`src/rtl/pc_fetch_ctrl_if.sv`:
```
// Instruction-memory fetch handshake between pc_fetch_ctrl (master) and imem (slave).
interface pc_fetch_ctrl_if;
   logic        imem_req;
   logic [31:0] imem_addr;
   logic        imem_ack;
   logic [31:0] imem_rdata;

   modport master (
      output imem_req,
      output imem_addr,
      input  imem_ack,
      input  imem_rdata
   );

   modport slave (
      input  imem_req,
      input  imem_addr,
      output imem_ack,
      output imem_rdata
   );
endinterface

```
`src/rtl/pc_fetch_ctrl.sv`:
```
// PC sequencing and single-outstanding instruction fetch for the multicycle MIPS core.
// Optional exception redirect enabled by defining PC_FETCH_EXC_EN.
module pc_fetch_ctrl #(
   parameter logic [31:0] RESET_PC   = 32'h0000_0000,
   parameter logic [31:0] PC_INC     = 32'd4,
   parameter logic [31:0] EXC_VECTOR = 32'h8000_0180
) (
   input  logic                  clk,
   input  logic                  rst,
   input  logic                  stall,
   input  logic                  br_taken,
   input  logic [31:0]           br_target,
   input  logic                  jump,
   input  logic [31:0]           jump_target,
`ifdef PC_FETCH_EXC_EN
   input  logic                  exc,
   output logic [31:0]           epc,
`endif
   pc_fetch_ctrl_if.master       imem,
   output logic [31:0]           instr,
   output logic                  instr_valid,
   output logic [31:0]           instr_pc,
   output logic [31:0]           pc
);

   typedef enum logic [1:0] {
      StIdle    = 2'd0,
      StFetch   = 2'd1,
      StDeliver = 2'd2
   } state_e;

   state_e      state_q, state_d;
   logic [31:0] pc_q, pc_d;
   logic        req_q, req_d;
   logic [31:0] instr_q, instr_d;
   logic [31:0] instr_pc_q, instr_pc_d;
   logic        valid_q, valid_d;
   logic        pend_q, pend_d;
   logic [31:0] pend_tgt_q, pend_tgt_d;

   logic        exc_req;
   logic        redir;
   logic [31:0] redir_tgt;

`ifdef PC_FETCH_EXC_EN
   logic [31:0] epc_q, epc_d;
   assign exc_req = exc;
   assign epc     = epc_q;
`else
   assign exc_req = 1'b0;
`endif

   // Exception outranks branch, branch outranks jump; targets are word aligned.
   assign redir = exc_req | br_taken | jump;

   always_comb begin
      redir_tgt = jump_target;
      if (exc_req) begin
         redir_tgt = EXC_VECTOR;
      end else if (br_taken) begin
         redir_tgt = br_target;
      end
      redir_tgt = redir_tgt & ~32'h3;
   end

   always_comb begin
      state_d    = state_q;
      pc_d       = pc_q;
      req_d      = req_q;
      instr_d    = instr_q;
      instr_pc_d = instr_pc_q;
      valid_d    = valid_q;
      pend_d     = pend_q;
      pend_tgt_d = pend_tgt_q;
`ifdef PC_FETCH_EXC_EN
      epc_d      = epc_q;
`endif

      case (state_q)
         StIdle: begin
            state_d = StFetch;
            req_d   = 1'b1;
         end

         StFetch: begin
            if (imem.imem_ack) begin
               if (redir) begin
                  pc_d   = redir_tgt;
                  pend_d = 1'b0;
               end else if (pend_q) begin
                  pc_d   = pend_tgt_q;
                  pend_d = 1'b0;
               end else begin
                  instr_d    = imem.imem_rdata;
                  instr_pc_d = pc_q;
                  valid_d    = 1'b1;
                  pc_d       = pc_q + PC_INC;
                  req_d      = 1'b0;
                  state_d    = StDeliver;
               end
            end else if (redir) begin
               // Request stays up; the redirect is applied once this fetch completes.
               pend_d     = 1'b1;
               pend_tgt_d = redir_tgt;
            end
`ifdef PC_FETCH_EXC_EN
            if (exc_req) begin
               epc_d = pc_q;
            end
`endif
         end

         StDeliver: begin
            if (redir) begin
               valid_d = 1'b0;
               pc_d    = redir_tgt;
               req_d   = 1'b1;
               state_d = StFetch;
`ifdef PC_FETCH_EXC_EN
               if (exc_req) begin
                  epc_d = instr_pc_q;
               end
`endif
            end else if (!stall) begin
               valid_d = 1'b0;
               req_d   = 1'b1;
               state_d = StFetch;
            end
         end

         default: begin
            state_d = StIdle;
            req_d   = 1'b0;
         end
      endcase
   end

   always_ff @(posedge clk or negedge rst) begin
      if (!rst) begin
         state_q    <= StIdle;
         pc_q       <= RESET_PC;
         req_q      <= 1'b0;
         instr_q    <= 32'h0;
         instr_pc_q <= 32'h0;
         valid_q    <= 1'b0;
         pend_q     <= 1'b0;
         pend_tgt_q <= 32'h0;
      end else begin
         state_q    <= state_d;
         pc_q       <= pc_d;
         req_q      <= req_d;
         instr_q    <= instr_d;
         instr_pc_q <= instr_pc_d;
         valid_q    <= valid_d;
         pend_q     <= pend_d;
         pend_tgt_q <= pend_tgt_d;
      end
   end

`ifdef PC_FETCH_EXC_EN
   always_ff @(posedge clk or negedge rst) begin
      if (!rst) begin
         epc_q <= 32'h0;
      end else begin
         epc_q <= epc_d;
      end
   end
`endif

   assign imem.imem_req  = req_q;
   assign imem.imem_addr = pc_q;
   assign instr          = instr_q;
   assign instr_valid    = valid_q;
   assign instr_pc       = instr_pc_q;
   assign pc             = pc_q;

endmodule
```
`src/flat_wrapper.sv`:
```
// flat-port wrapper written by rule: the top's interface ports become plain ports
module pc_fetch_ctrl_flat 
#(
   parameter logic [31:0] RESET_PC   = 32'h0000_0000,
   parameter logic [31:0] PC_INC     = 32'd4,
   parameter logic [31:0] EXC_VECTOR = 32'h8000_0180
)
  (clk, rst, stall, br_taken, br_target, jump, jump_target, instr, instr_valid, instr_pc, pc, imem_imem_req, imem_imem_addr, imem_imem_ack, imem_imem_rdata);
  pc_fetch_ctrl_if imem_i ();
  input  logic clk;
  input  logic rst;
  input  logic stall;
  input  logic br_taken;
  input  logic [31:0] br_target;
  input  logic jump;
  input  logic [31:0] jump_target;
  output logic [31:0] instr;
  output logic instr_valid;
  output logic [31:0] instr_pc;
  output logic [31:0] pc;
  output wire logic [$bits(imem_i.imem_req)-1:0] imem_imem_req;
  output wire logic [$bits(imem_i.imem_addr)-1:0] imem_imem_addr;
  input wire logic [$bits(imem_i.imem_ack)-1:0] imem_imem_ack;
  input wire logic [$bits(imem_i.imem_rdata)-1:0] imem_imem_rdata;
  assign imem_imem_req = imem_i.imem_req;
  assign imem_imem_addr = imem_i.imem_addr;
  assign imem_i.imem_ack = imem_imem_ack;
  assign imem_i.imem_rdata = imem_imem_rdata;
  pc_fetch_ctrl #(.RESET_PC(RESET_PC), .PC_INC(PC_INC), .EXC_VECTOR(EXC_VECTOR)) u_core (.clk(clk), .rst(rst), .stall(stall), .br_taken(br_taken), .br_target(br_target), .jump(jump), .jump_target(jump_target), .imem(imem_i), .instr(instr), .instr_valid(instr_valid), .instr_pc(instr_pc), .pc(pc));
endmodule
```
`config.mk`:
```
export PLATFORM = sky130hd
export DESIGN_NAME = pc_fetch_ctrl_flat
export DESIGN_NICKNAME = d
export VERILOG_FILES = /design/src/rtl/pc_fetch_ctrl_if.sv /design/src/rtl/pc_fetch_ctrl.sv /design/src/flat_wrapper.sv
export SDC_FILE = /design/constraint.sdc
export NUM_CORES = 1
export LEC_CHECK = 0
export ABC_AREA = 0
export ABC_CLOCK_PERIOD_IN_PS = 2200
export CORE_MARGIN = 8
export CORE_UTILIZATION = 41
export CTS_CLUSTER_DIAMETER = 100
export CTS_CLUSTER_SIZE = 20
export DETAILED_ROUTE_END_ITERATION = 10
export HOLD_SLACK_MARGIN = 0.12
export PLACE_DENSITY = 0.76
export RECOVER_POWER = 50
export SLEW_MARGIN = 20
export SYNTH_ARGS = -nofsm -noshare
export SYNTH_HDL_FRONTEND = slang
export SYNTH_SLANG_ARGS = --single-unit
export TNS_END_PERCENT = 50
```
`constraint.sdc`:
```
create_clock -name clk -period 2.2 [get_ports clk]
set_input_delay 0.44 -clock clk [delete_from_list [all_inputs] [get_ports clk]]
set_output_delay 0.44 -clock clk [all_outputs]
set_load 0.1 [all_outputs]
```
=== After elaboration in Yosys (flattened, before gate mapping) ===
Cells that the tools add are included.

* Bits in registers: 131
* Latch bits: 0
* Bits in writable memories: 0
* Bits in read-only memories: 0
* Input port bits: 102
* Word-level logic and storage cells: 55
* Memories: 0

* $add $sub $neg: 1
* Multiply operators: 0
* Divide/modulo/power cells: 0
* Order comparisons: 0
* Eq/ne operators: 7
* Shift operators: 0
* Muxes and demuxes: 26
* Bitwise operators: 4
* Reduce and logical (&&, ||, !) cells: 9

{| class="wikitable"
|+ Operators with widths
! cell !! count
|-
| two-way mux 32 bit || 5
|-
| one-hot mux 32 bit (2 select lines) || 1
|-
| adder 32 x 3 -> 32 bit (second input constant) || 1
|-
| two-way mux 1 bit || 12
|-
| two-way mux 2 bit || 5
|-
| AND reduction 4 bit || 2
|-
| != test 2 bit (second input constant) || 3
|-
| one-hot mux 2 bit (3 select lines) || 1
|-
| AND reduction 3 bit || 2
|-
| AND reduction 5 bit || 1
|-
| nonzero test 2 bit || 2
|-
| != test 3 x 2 -> 1 bit (second input constant) || 1
|-
| NOT 1 bit || 3
|-
| one-hot mux 1 bit (3 select lines) || 1
|-
| equality test 2 x 1 -> 1 bit (second input constant) || 1
|-
| equality test 2 bit (second input constant) || 1
|-
| logical NOT 2 bit || 1
|-
| != test 2 x 1 -> 1 bit (second input constant) || 1
|-
| one-hot mux 1 bit (2 select lines) || 1
|-
| AND reduction 2 bit || 1
|-
| OR 1 bit || 1
|}

=== Longest topological paths before layout ===
* Depth after elaboration: 5
* Mapped depth: 8

=== Least setup slack after synthesis ===
No wires, ideal clock.

* Path kind: reg-to-reg
* Start: register u_core.pc_q[2], in the netlist u_core.imem.imem_addr[2]
* End: register u_core.pc_q[30], in the netlist u_core.imem.imem_addr[30]
* Arrival: 2.812 ns
* Required time: 2.128 ns
* Path slack: -0.685 ns
* Stages on the path, launching flop included: 7
* Buffers on the path: 0
* Path through: dfrtp_1 -> ha_1 -> nand3_1 -> or2_1 -> or4_1 -> or4b_1 -> nand4_1

* Longest elaborated chain between the ends: 5

{| class="wikitable"
|+ Ends and longest elaborated chain
! what !! line !! text
|-
| start, declared || pc_fetch_ctrl.sv:33 || <nowiki>logic [31:0] pc_q, pc_d;</nowiki>
|-
| start signal, assigned || pc_fetch_ctrl.sv:150 || <nowiki>pc_q <= pc_d;</nowiki>
|-
| adder 32 x 3 -> 32 bit || pc_fetch_ctrl.sv:97 || <nowiki>pc_d = pc_q + PC_INC;</nowiki>
|-
| two-way mux 32 bit || pc_fetch_ctrl.sv:90 || <nowiki>end else if (pend_q) begin</nowiki>
|-
| two-way mux 32 bit || pc_fetch_ctrl.sv:87 || <nowiki>if (redir) begin</nowiki>
|-
| two-way mux 32 bit || pc_fetch_ctrl.sv:86 || <nowiki>if (imem.imem_ack) begin</nowiki>
|-
| one-hot mux 32 bit (2 select lines) || pc_fetch_ctrl.sv:79 || <nowiki>case (state_q)</nowiki>
|}

Every way passes these cells. The select of a mux whose other input is x is not followed.
A chain may end at the register's enable or synchronous reset.

=== Final worst setup path ===
* Start: register u_core.pc_q[3], in the netlist u_core.imem.imem_addr[3]
* End: register u_core.pc_q[30], in the netlist u_core.imem.imem_addr[30]

Same word-level chain as after synthesis.

==> key figures <==
Route
  – Detailed Route WL: 19.7 mm
  – # DRC: 0
  – First-pass DRT Iterations: 5
  – WL/cell: 16.5 µm
  – Final ANT Viol Nets: 0
  – Via count: roughly 6.0k
  – Vias per inst: just over 5
  – First-iteration detailed-routing DRC count: roughly 420

Power and ir drop
  – Total power: around 0.014 W
  – Static leakage: 4.34 nW
  – Total power density per cell area: approximately 1500 nW/µm²
  – Worst vdd rail ir drop: roughly 0.00075 V

Timing
  – Final setup fails: 0
  – Final Hold Fails: 0
  – Slack of the critical path: 0.0927 ns
  – Worst slack on hold paths: between 0.4 and 0.5 ns
  – Setup repair after global routing missed its margin: no
  – Worst slew margin: 15.2%
  – Max-slew violation count: 0
  – Slew at the pin with the worst max-slew slack: between 1 and 1.5 ns
  – Fraction of the cycle the final worst path needs: between 90% and 100%
  – Post-route minimum period: approximately 2.1 ns
  – Max Clk Rate: ~0.47 GHz
  – Fin Clk Skew: ~0.0080 ns

Die
  – Core region area: roughly 15,000 µm²
  – Vertical die dimension: about 140 µm
  – Initial cell density of the core: about two fifths
  – Number of rows in the core area: 45
  – Die span in x: around 140 µm
  – Total I/O pin count: 232
  – Die area: about 20,000 µm²

Setup path
  – Slowest-stage cell, CP: or4_4
  – Buffer and inverter count on the worst path: 0
  – Largest stage delay, worst path: ~0.55 ns
  – Crit path cell chain: ha_4 > nand3_2 > or2_4 > or4_4 > or4b_1 > nand4_1
  – Worst setup slack for register-to-register paths: around 0.09 ns
  – Crit. End Element: flop
  – Crit Path Class: flop to flop
  – Crit path arrival time: between 2 and 2.5 ns
  – Family with the most delay on the worst path: simple AND/OR/NAND/NOR gates
  – Crit-path max FO: 3
  – Startpoint type of the worst setup path: flop
  – Worst endpoint required time: around 2.6 ns

Global route
  – Antenna violations before repair: 0
  – Pin count of the biggest net entering global routing: 53
  – Wire length of the first global-routing pass: approximately 31 mm
  – GR Overflow Total: 0
  – Via count of the first global-routing pass: 6,008
  – Global Route Usage Sum: 19.9%

Layout
  – Multi-input gate area in the final layout: about 2800 µm²
  – Number of diodes added for antenna fixing: 0
  – Nets: 1,072
  – Core occupancy in the finished layout: between 60 and 70%
  – Fillers: 1,352
  – Area taken by flip-flops and latches: roughly 3200 µm²
  – Fraction of layout cells with a size suffix above 1: 26.3%
  – Layout overhead on the synthesized area: 44.3%

Yosys
  – Proportion of register bits with asynchronous set or reset after synthesis: 100%
  – Number of instances in the synthesized netlist: approximately 740
  – Dominant combinational cell family by area after synthesis: simple AND/OR/NAND/NOR gates
  – Fraction of the mapped netlist area in compound gates: between 10 and 15%
  – Xor-xnor portion of the synthesized cell area: approximately 1.8%
  – Fraction of the yosys area taken by sequential cells: about half
  – Share of synthesized cell area in full adder, half adder and majority cells: less than 1%
  – Share of synthesized area spent on multiplexers: 5.20%
  – Area share of the largest cell type after synthesis: roughly half
  – Synthesis-stage register bit count: between 100 and 150
  – Number of warnings reported in the yosys synthesis log: 0
  – Top post-synthesis cells by area: dfrtp_1, nand2_1, mux2i_1
  – Post-synth design cell area: between 6000 and 7000 µm²
  – Unique masters post-synth: 62
  – Post-synthesis share of cell area spent on and, or, nand and nor gates: 21.7%
  – Post-synth top area cell: dfrtp_1
  – Post-Syn Area per Cell: slightly below 9 µm²
  – Number of flops mapped to enable cells by yosys: 0
  – Dominant synthesized flop cell: dfrtp_1

Clock tree
  – Number of buffers inserted during clock tree synthesis: 17
  – Total number of clock tree sinks: approximately 130
  – CTS H-Tree Depth: 4
  – Clock root buffer: clkbuf_16
  – Clock slew seen by the registers of the worst setup and hold paths: 0.05 ns
  – Deepest clock path buffer count: 2
  – Clock latency on the worst-skew pair: 0.41 ns
  – TritonCTS clock tree: yes

Placement
  – Worst setup slack before clock tree synthesis: -0.156 ns
  – Total half-perimeter wirelength after legalization and detailed placement: about 15 mm
  – Buffers added on ports: between 200 and 250
  – Global placement routability congestion: 0.851

Min path
  – Hold Crit Class: flop to flop

Job
  – Number of max-cap violations: 0

Outcome
  – Status: complete, no violations
==> logic make-up after synthesis <==
group           count (synthesis)
flops                         126
fa+ha+maj                       1
xor+xnor                       13
other cells                     1
mux                            33
simple gates                  322
compound gates                149
buf+inv                        91
==> placed cells by master, fill, tap and decap left out, drive strengths merged, types with 7 or more instances in the layout <==
master and n:
mux2i 31, xor2 7, clkbuf 79, nor2 48, and3 10, clkdlybuf4s50 94, nand3 24, a21oi 58
dfrtp 126, inv 8, o21ai 37, buf 143, nor3 13, nand2 197
==> tightest hold or removal path, delay by kind of cell, from the launching register on <==
| family | cells | cell delay [ns] |
|---|---|---|
| AND/OR/NAND/NOR | 2 | 0.11 |
| flip-flops | 1 | 0.33 |
==> state kept, by name, indices dropped and copies added, names as in the netlist <==
signal                 count
u_core.instr_valid         1
u_core.pend_tgt_q         30
u_core.pend_q              1
u_core.state_q             2
u_core.imem.imem_addr     30
u_core.instr              32
u_core.instr_pc           30
==> power by group <==
group | internal [W] | switching [W] | leakage (nW)
Combinational | 0.00144 | 0.00632 | 2.61
Clock | 0.00161 | 0.000920 | 0.256
Sequential | 0.00302 | 0.000433 | 1.47
==> path summary, 6_finish.rpt <==
kind | start | endpoint | cells past startpoint
hold reg to reg | u_core.instr[31]$_DFFE_PN0P_ | u_core.instr[31]$_DFFE_PN0P_ | 2
min in group asynchronous | rst | u_core.instr[0]$_DFFE_PN0P_ | 2
max in group asynchronous | rst | u_core.imem.imem_addr[3]$_DFFE_PN0P_ | 3
setup reg to reg | u_core.imem.imem_addr[3]$_DFFE_PN0P_ | u_core.imem.imem_addr[30]$_DFFE_PN0P_ | 6
hold / removal | u_core.instr[31]$_DFFE_PN0P_ | u_core.instr[31]$_DFFE_PN0P_ | 2
setup / recovery | u_core.imem.imem_addr[3]$_DFFE_PN0P_ | u_core.imem.imem_addr[30]$_DFFE_PN0P_ | 6
==> what timing repair did <==
action	4_1_cts	5_1_grt
setup endpoints to repair	0	1
hold endpoints to repair	49	0
gates resized for setup	0	2
setup buffers	0	0
hold buffers	1	0
==> synthesized netlist by cell type, types with 3 or more instances <==
cell type and number:
nand2_1 197, dfrtp_1 126, a21oi_1 58, nor2_1 48, clkbuf_1 40, buf_4 37
o21ai_0 36, mux2i_1 31, nand3_1 24, nor3_1 11, and3_1 9, inv_1 8
xor2_1 7, nor4_1 6, o31ai_1 6, xnor2_1 6, a31oi_1 5, buf_2 5
nand4_1 5, a211o_1 4, a21boi_0 4, o211ai_1 4, o221ai_1 4, a211oi_1 3
a221oi_1 3, or4_1 3
==> area by class of cell <==
class,instances,area share (%)
Timing Repair Buffer,292,25.7
Tap cell,211,2.86
Clock inverter,2,0.379
Inverter,8,0.325
Sequential cell,126,34.9
Multi-Input combinational cell,524,30.5
Clock buffer,26,5.29
==> routing by layer <==
layer / track usage [%] / wire length, µm / vias to the layer above
met2: 32.2 / 9330 / 241
met5: 0 / 0 / -
li1: - / - / 2947
met1: 25.2 / 8580 / 2815
met3: 4.96 / 1410 / 21
met4: 7.64 / 350 / 0
==> per-stage QoR <==
stage | cell area [µm²] | setup TNS [ns] | cells
3_3_place_gp | 8850 | -3.59 | 1160
5_1_grt | 9240 | 0 | 1189
2_1_floorplan | 6530 | -0.148 | 741
6_report | 9240 | 0 | 1189
4_1_cts | 9390 | 0 | 1189
3_5_place_dp | 8850 | -4.48 | 1160
No activity file was read; power rests on OpenSTA's default activity.
